--- config.mk ---
export PLATFORM = sky130hd
export DESIGN_NAME = seq_detector_param
export DESIGN_NICKNAME = d
export VERILOG_FILES = /design/src/rtl/seq_detector_param.sv
export SDC_FILE = /design/constraint.sdc
export NUM_CORES = 1
export LEC_CHECK = 0
export ABC_AREA = 1
export CAP_MARGIN = 20
export CELL_PAD_IN_SITES_DETAIL_PLACEMENT = 0
export CELL_PAD_IN_SITES_GLOBAL_PLACEMENT = 1
export CORE_MARGIN = 2
export CORE_UTILIZATION = 39
export DETAILED_ROUTE_END_ITERATION = 6
export GPL_ROUTABILITY_DRIVEN = 0
export GPL_TIMING_DRIVEN = 1
export PLACE_DENSITY = 0.86
export SYNTH_ARGS = -nofsm -noshare
export SYNTH_HDL_FRONTEND = slang
export SYNTH_SLANG_ARGS = --single-unit
--- constraint.sdc ---
create_clock -name clk -period 2.53 [get_ports clk]
set_input_delay 0.759 -clock clk [delete_from_list [all_inputs] [get_ports clk]]
set_output_delay 0.759 -clock clk [all_outputs]
set_load 0.02 [all_outputs]
--- src/rtl/seq_detector_param.sv ---
// Parametrised Mealy serial-pattern detector with a runtime-programmable pattern,
// selectable overlap mode, input valid qualifier and a saturating match counter.
module seq_detector_param #(
   parameter int                 MAX_LEN         = 8,
   parameter int                 LEN_W           = 4,
   parameter int                 CNT_W           = 8,
   parameter logic [MAX_LEN-1:0] DEFAULT_PATTERN = 8'b0000_1011,
   parameter int                 DEFAULT_LEN     = 4,
   parameter logic               DEFAULT_OVERLAP = 1'b0
) (
   input  logic               clk,
   input  logic               rst,
   input  logic               ain,
   input  logic               in_valid,
   input  logic               cfg_load,
   input  logic [MAX_LEN-1:0] cfg_pattern,
   input  logic [LEN_W-1:0]   cfg_len,
   input  logic               cfg_overlap,
   input  logic               count_clr,
   output logic               aout,
   output logic [CNT_W-1:0]   match_count
);

   localparam logic [LEN_W-1:0]   MAX_LEN_L = LEN_W'(MAX_LEN);
   localparam logic [LEN_W-1:0]   FILL_MAX  = LEN_W'(MAX_LEN - 1);
   localparam logic [LEN_W-1:0]   DEF_LEN_L = LEN_W'(DEFAULT_LEN);
   localparam logic [CNT_W-1:0]   CNT_MAX   = {CNT_W{1'b1}};
   localparam logic [MAX_LEN-1:0] ONES      = {MAX_LEN{1'b1}};

   logic [MAX_LEN-1:0] pat_r;
   logic [LEN_W-1:0]   len_r;
   logic               ovl_r;
   logic [MAX_LEN-2:0] hist_r;
   logic [LEN_W-1:0]   fill_r;
   logic [CNT_W-1:0]   count_r;

   logic [MAX_LEN-1:0] cand_s;
   logic [MAX_LEN-1:0] mask_s;
   logic               fill_ok_s;
   logic               pat_hit_s;
   logic               aout_s;
   logic [LEN_W-1:0]   fill_next_s;

   // A stored length of zero would make the compare window empty, so it is bumped to one.
   function automatic logic [LEN_W-1:0] clamp_len(input logic [LEN_W-1:0] l);
      if (l == {LEN_W{1'b0}}) begin
         return {{(LEN_W-1){1'b0}}, 1'b1};
      end else if (l > MAX_LEN_L) begin
         return MAX_LEN_L;
      end else begin
         return l;
      end
   endfunction

   // Match decode over the low len bits of history plus the current bit.
   always_comb begin
      cand_s      = {hist_r, ain};
      mask_s      = ONES >> (MAX_LEN_L - len_r);
      fill_ok_s   = ({1'b0, fill_r} + {{LEN_W{1'b0}}, 1'b1}) >= {1'b0, len_r};
      pat_hit_s   = ((cand_s ^ pat_r) & mask_s) == {MAX_LEN{1'b0}};
      aout_s      = rst & in_valid & ~cfg_load & fill_ok_s & pat_hit_s;
      fill_next_s = fill_r;
      if (aout_s && !ovl_r) begin
         fill_next_s = {LEN_W{1'b0}};
      end else if (fill_r == FILL_MAX) begin
         fill_next_s = FILL_MAX;
      end else begin
         fill_next_s = fill_r + {{(LEN_W-1){1'b0}}, 1'b1};
      end
   end

   // Configuration registers, reloaded only by cfg_load.
   always_ff @(posedge clk or negedge rst) begin
      if (!rst) begin
         pat_r <= DEFAULT_PATTERN;
         len_r <= DEF_LEN_L;
         ovl_r <= DEFAULT_OVERLAP;
      end else if (cfg_load) begin
         pat_r <= cfg_pattern;
         len_r <= clamp_len(cfg_len);
         ovl_r <= cfg_overlap;
      end else begin
         pat_r <= pat_r;
         len_r <= len_r;
         ovl_r <= ovl_r;
      end
   end

   // Bit history and fill level; invalid cycles leave both untouched.
   always_ff @(posedge clk or negedge rst) begin
      if (!rst) begin
         hist_r <= {(MAX_LEN-1){1'b0}};
         fill_r <= {LEN_W{1'b0}};
      end else if (cfg_load) begin
         hist_r <= {(MAX_LEN-1){1'b0}};
         fill_r <= {LEN_W{1'b0}};
      end else if (in_valid) begin
         hist_r <= cand_s[MAX_LEN-2:0];
         fill_r <= fill_next_s;
      end else begin
         hist_r <= hist_r;
         fill_r <= fill_r;
      end
   end

   // Saturating match counter; clear wins over a coincident match.
   always_ff @(posedge clk or negedge rst) begin
      if (!rst) begin
         count_r <= {CNT_W{1'b0}};
      end else if (count_clr) begin
         count_r <= {CNT_W{1'b0}};
      end else if (aout_s && (count_r != CNT_MAX)) begin
         count_r <= count_r + {{(CNT_W-1){1'b0}}, 1'b1};
      end else begin
         count_r <= count_r;
      end
   end

   assign aout        = aout_s;
   assign match_count = count_r;

endmodule

==> impl_metrics.csv, run 1 <==
group,metric,value,unit
worst_setup_path,cp_max_fo,3,
synth,syn_inst,245,
synth,yosys_warnings,0,
final_layout,syn_to_final_growth,32.0,%
timing,max_freq,364,MHz
final_layout,fill_cells,453,
clocking,cts_root_buffer,"clkbuf_8",
detailed_routing,routedWlPerCell,11.1,um
timing,min_period,2.75,ns
worst_setup_path,path_class,"flop to output port",
outcome,status,"finished, violations left",
final_layout,n_antenna_cell,0,
worst_setup_path,critPathTopFamily,"adder cells",
clocking,clkLatencyLatePin,0.28,ns
outcome,violations,"negative setup slack",
timing,worstMarginPinSlew,0.462,ns
synth,synth_top_flop_cell,"dfrtp_1",
global_route,grt_util_all_layers,16.5,%
global_route,antenna_found_initial,0,
die,io_pins,28,
timing,clock_skew,0.00776,ns
power,cellLeakagePower,1.34,nW
die,die_h,73.7,um
worst_setup_path,cp_slowest_cell,"dfrtp_1",
worst_setup_path,cp.required,1.77,ns
synth,synth_top_area_share,37.0,%
worst_setup_path,crit_path_end_kind,"output port",
die,die_w,73.7,um
worst_setup_path,critPathBufInv,2,
worst_setup_path,cp-startpoint,"fill_r[1]$_DFFE_PN0P_",
power,power,1.21,mW
synth,syn_nets,273,
flow_run,cap_violations,0,
worst_setup_path,cp-start-kind,"flop",
synth,synth_area,1890,um^2
timing,rsz0062_at_grt,"yes",
clocking,cts_inserted_buffers,5,
detailed_routing,wl,3910,um
synth,synth.avg_cell_area,7.73,um^2
place,pre_cts_slack,-0.595,ns
detailed_routing,drtPass1Iterations,4,
die,core,4690,um^2
detailed_routing,drc,0,
power,ir_worst_vdd,286,uV
clocking,cts_sinks,32,
clocking,cts_tree,"built",
die,row_count,25,
detailed_routing,vias,1650,
detailed_routing,drt_iter0_markers,83,
timing,worst_slack,-0.218,ns
final_layout,drive_above_1_share,17.7,%
clocking,max-clock-path-buffers,2,
global_route,grt_max_degree,33,
clocking,path_clk_slew,0.07,ns
place,io_buffer_count,27,
detailed_routing,drt.antenna.violating_nets,0,
min_path,hp-class,"flop to flop",
global_route,grt_pass1_wl,6940,um
worst_setup_path,cp_cell_sequence,"ha_2 -> xor2_1 -> ha_1 -> nand2_1 -> inv_1 -> nand4_1 -> nand4_1 -> nand2_2 -> nor2_8 -> buf_6",
worst_setup_path,cp_common_cell,"nand4_1",
worst_setup_path,r2r_start,"fill_r[1]$_DFFE_PN0P_",
die,die_area,5430,um^2
timing,finalSetupViolCount,1,
power,p_per_area,485,nW/um^2
timing,slew_headroom,69.2,%
synth,synth_area_leader_cell,"dfrtp_1",
synth,netlist_top_cells_area,"dfrtp_1 (37%), nand2_1 (15%), inv_1 (6.7%)",
timing,maxSlewViolCount,0,
synth,ys_ff_latch,32,
final_layout,post-route-util,53.3,%
synth,synth-edff-count,0,
timing,hold_viol_final,0,
clocking,htreeDepth,2,
final_layout,fin_nets,327,
synth,yosysUniqueCellTypes,23,
global_route,grt-ovfl-total,0,
synth,synthMostInstantiatedCell,"nand2_1",
global_route,grt_pass1_vias,1611,
synth,ys_async_sr_fraction,100,%
timing,fin_crit_sh,109,%
die,start_util,40.4,%
detailed_routing,detail_route.vias_per_cell,4.66,
worst_setup_path,arrival,1.99,ns
worst_setup_path,max_stage_delay,0.41,ns
place,dp_hpwl,2980,um
synth,synth_common_cells,"nand2_1 (75), inv_1 (34), dfrtp_1 (28)",
timing,fin_tns_setup,-0.218,ns
synth,synth_seq_area_share,42.5,%
min_path,hold_path_startpoint,"pat_r[3]$_DFFE_PN1P_",
## stage by stage
stage	hold WS [ns]	std cells	area, um^2
2_1_floorplan	0.450	245	1890
4_1_cts	0.477	352	2470
3_3_place_gp	0.459	343	2370
6_report	0.475	354	2500
5_1_grt	0.496	354	2500
3_5_place_dp	0.469	343	2370
## sequential cells by signal, indices dropped and copies added (netlist names)
register / count
ovl_r: 1
pat_r: 8
hist_r: 7
fill_r: 4
len_r: 4
match_count: 8
## final cells by class
class	instances	area, um^2	area share, %
inverter	38	143	5.71
clock buffer	6	82.6	3.30
sequential	32	806	32.2
multi-input combinational	172	947	37.9
tap	54	67.6	2.70
timing repair buffer	50	444	17.8
clock inverter	2	10.0	0.400
## logic make-up after synthesis
| group | after synthesis | share of synthesized area (%) |
|---|---|---|
| buf+inv | 41 | 8.26 |
| fa+ha+maj | 9 | 5.94 |
| compound gates | 17 | 5.02 |
| flops | 32 | 42.5 |
| simple gates | 134 | 32.7 |
| xor+xnor | 12 | 5.55 |
## per-layer routing
layer  wire length, um  vias to the layer above  track usage [%]
li1                  -                      883                -
met3               157                        4             4.25
met2              1750                       32             26.4
met5                 0                        -                0
met1              1980                      731             22.2
met4                27                        0             4.24
## cells in the final DEF, fill, tap and decap left out
cell	count
inv_1	34
nor2_1	17
nand4_1	10
buf_4	23
nand3_1	18
a21oi_1	4
nor2_8	1
nor3_1	1
dfstp_2	4
inv_2	3
nand2_1	75
nor3b_2	1
ha_2	1
clkinv_1	1
nand3b_1	1
xor2_2	1
ha_1	8
xnor2_1	1
clkinv_2	2
o21ai_0	5
clkbuf_8	6
clkdlybuf4s50_1	26
nand2_2	5
xor2_1	10
buf_6	1
dfrtp_1	28
o22ai_1	8
nand3_2	5
## where the power goes
| group | switching, mW | internal [mW] |
|---|---|---|
| clock network | 0.186 | 0.217 |
| logic | 0.137 | 0.117 |
| registers | 0.0164 | 0.539 |
## tightest hold or removal path, delay by kind of cell, from the launching register on
family / cells / cell delay, ns
flip-flops: 1 / 0.38
AND/OR/NAND/NOR: 2 / 0.10
## worst paths after layout
path / end / slack [ns] / cells past startpoint
worst max-delay path: aout / -0.22 / 10
worst min-delay path: pat_r[3]$_DFFE_PN1P_ / 0.47 / 2
worst max register to register: fill_r[0]$_DFFE_PN0P_ / 0.43 / 13
worst min register to register: pat_r[3]$_DFFE_PN1P_ / 0.47 / 2
max in group asynchronous: len_r[2]$_DFFE_PN1P_ / 1.26 / 2
min in group asynchronous: pat_r[2]$_DFFE_PN0P_ / 0.93 / 2
## repair_timing
item,CTS,global route
gates resized for setup,7,2
buffers inserted,1,2
pin swaps,7,4
setup endpoints to repair,1,1
hold buffers,0,0
(Power assumes the default switching activity.)
==> inputs of run 2 (changes only) <==
--- a/config.mk
+++ b/config.mk
@@ -15,6 +15,7 @@
 export GPL_ROUTABILITY_DRIVEN = 0
 export GPL_TIMING_DRIVEN = 1
 export PLACE_DENSITY = 0.86
+export SLEW_MARGIN = 0
 export SYNTH_ARGS = -nofsm -noshare
 export SYNTH_HDL_FRONTEND = slang
 export SYNTH_SLANG_ARGS = --single-unit
==> results of run 2 <==
Same layout as run 1: the final DEF is identical, and so are final timing and power.
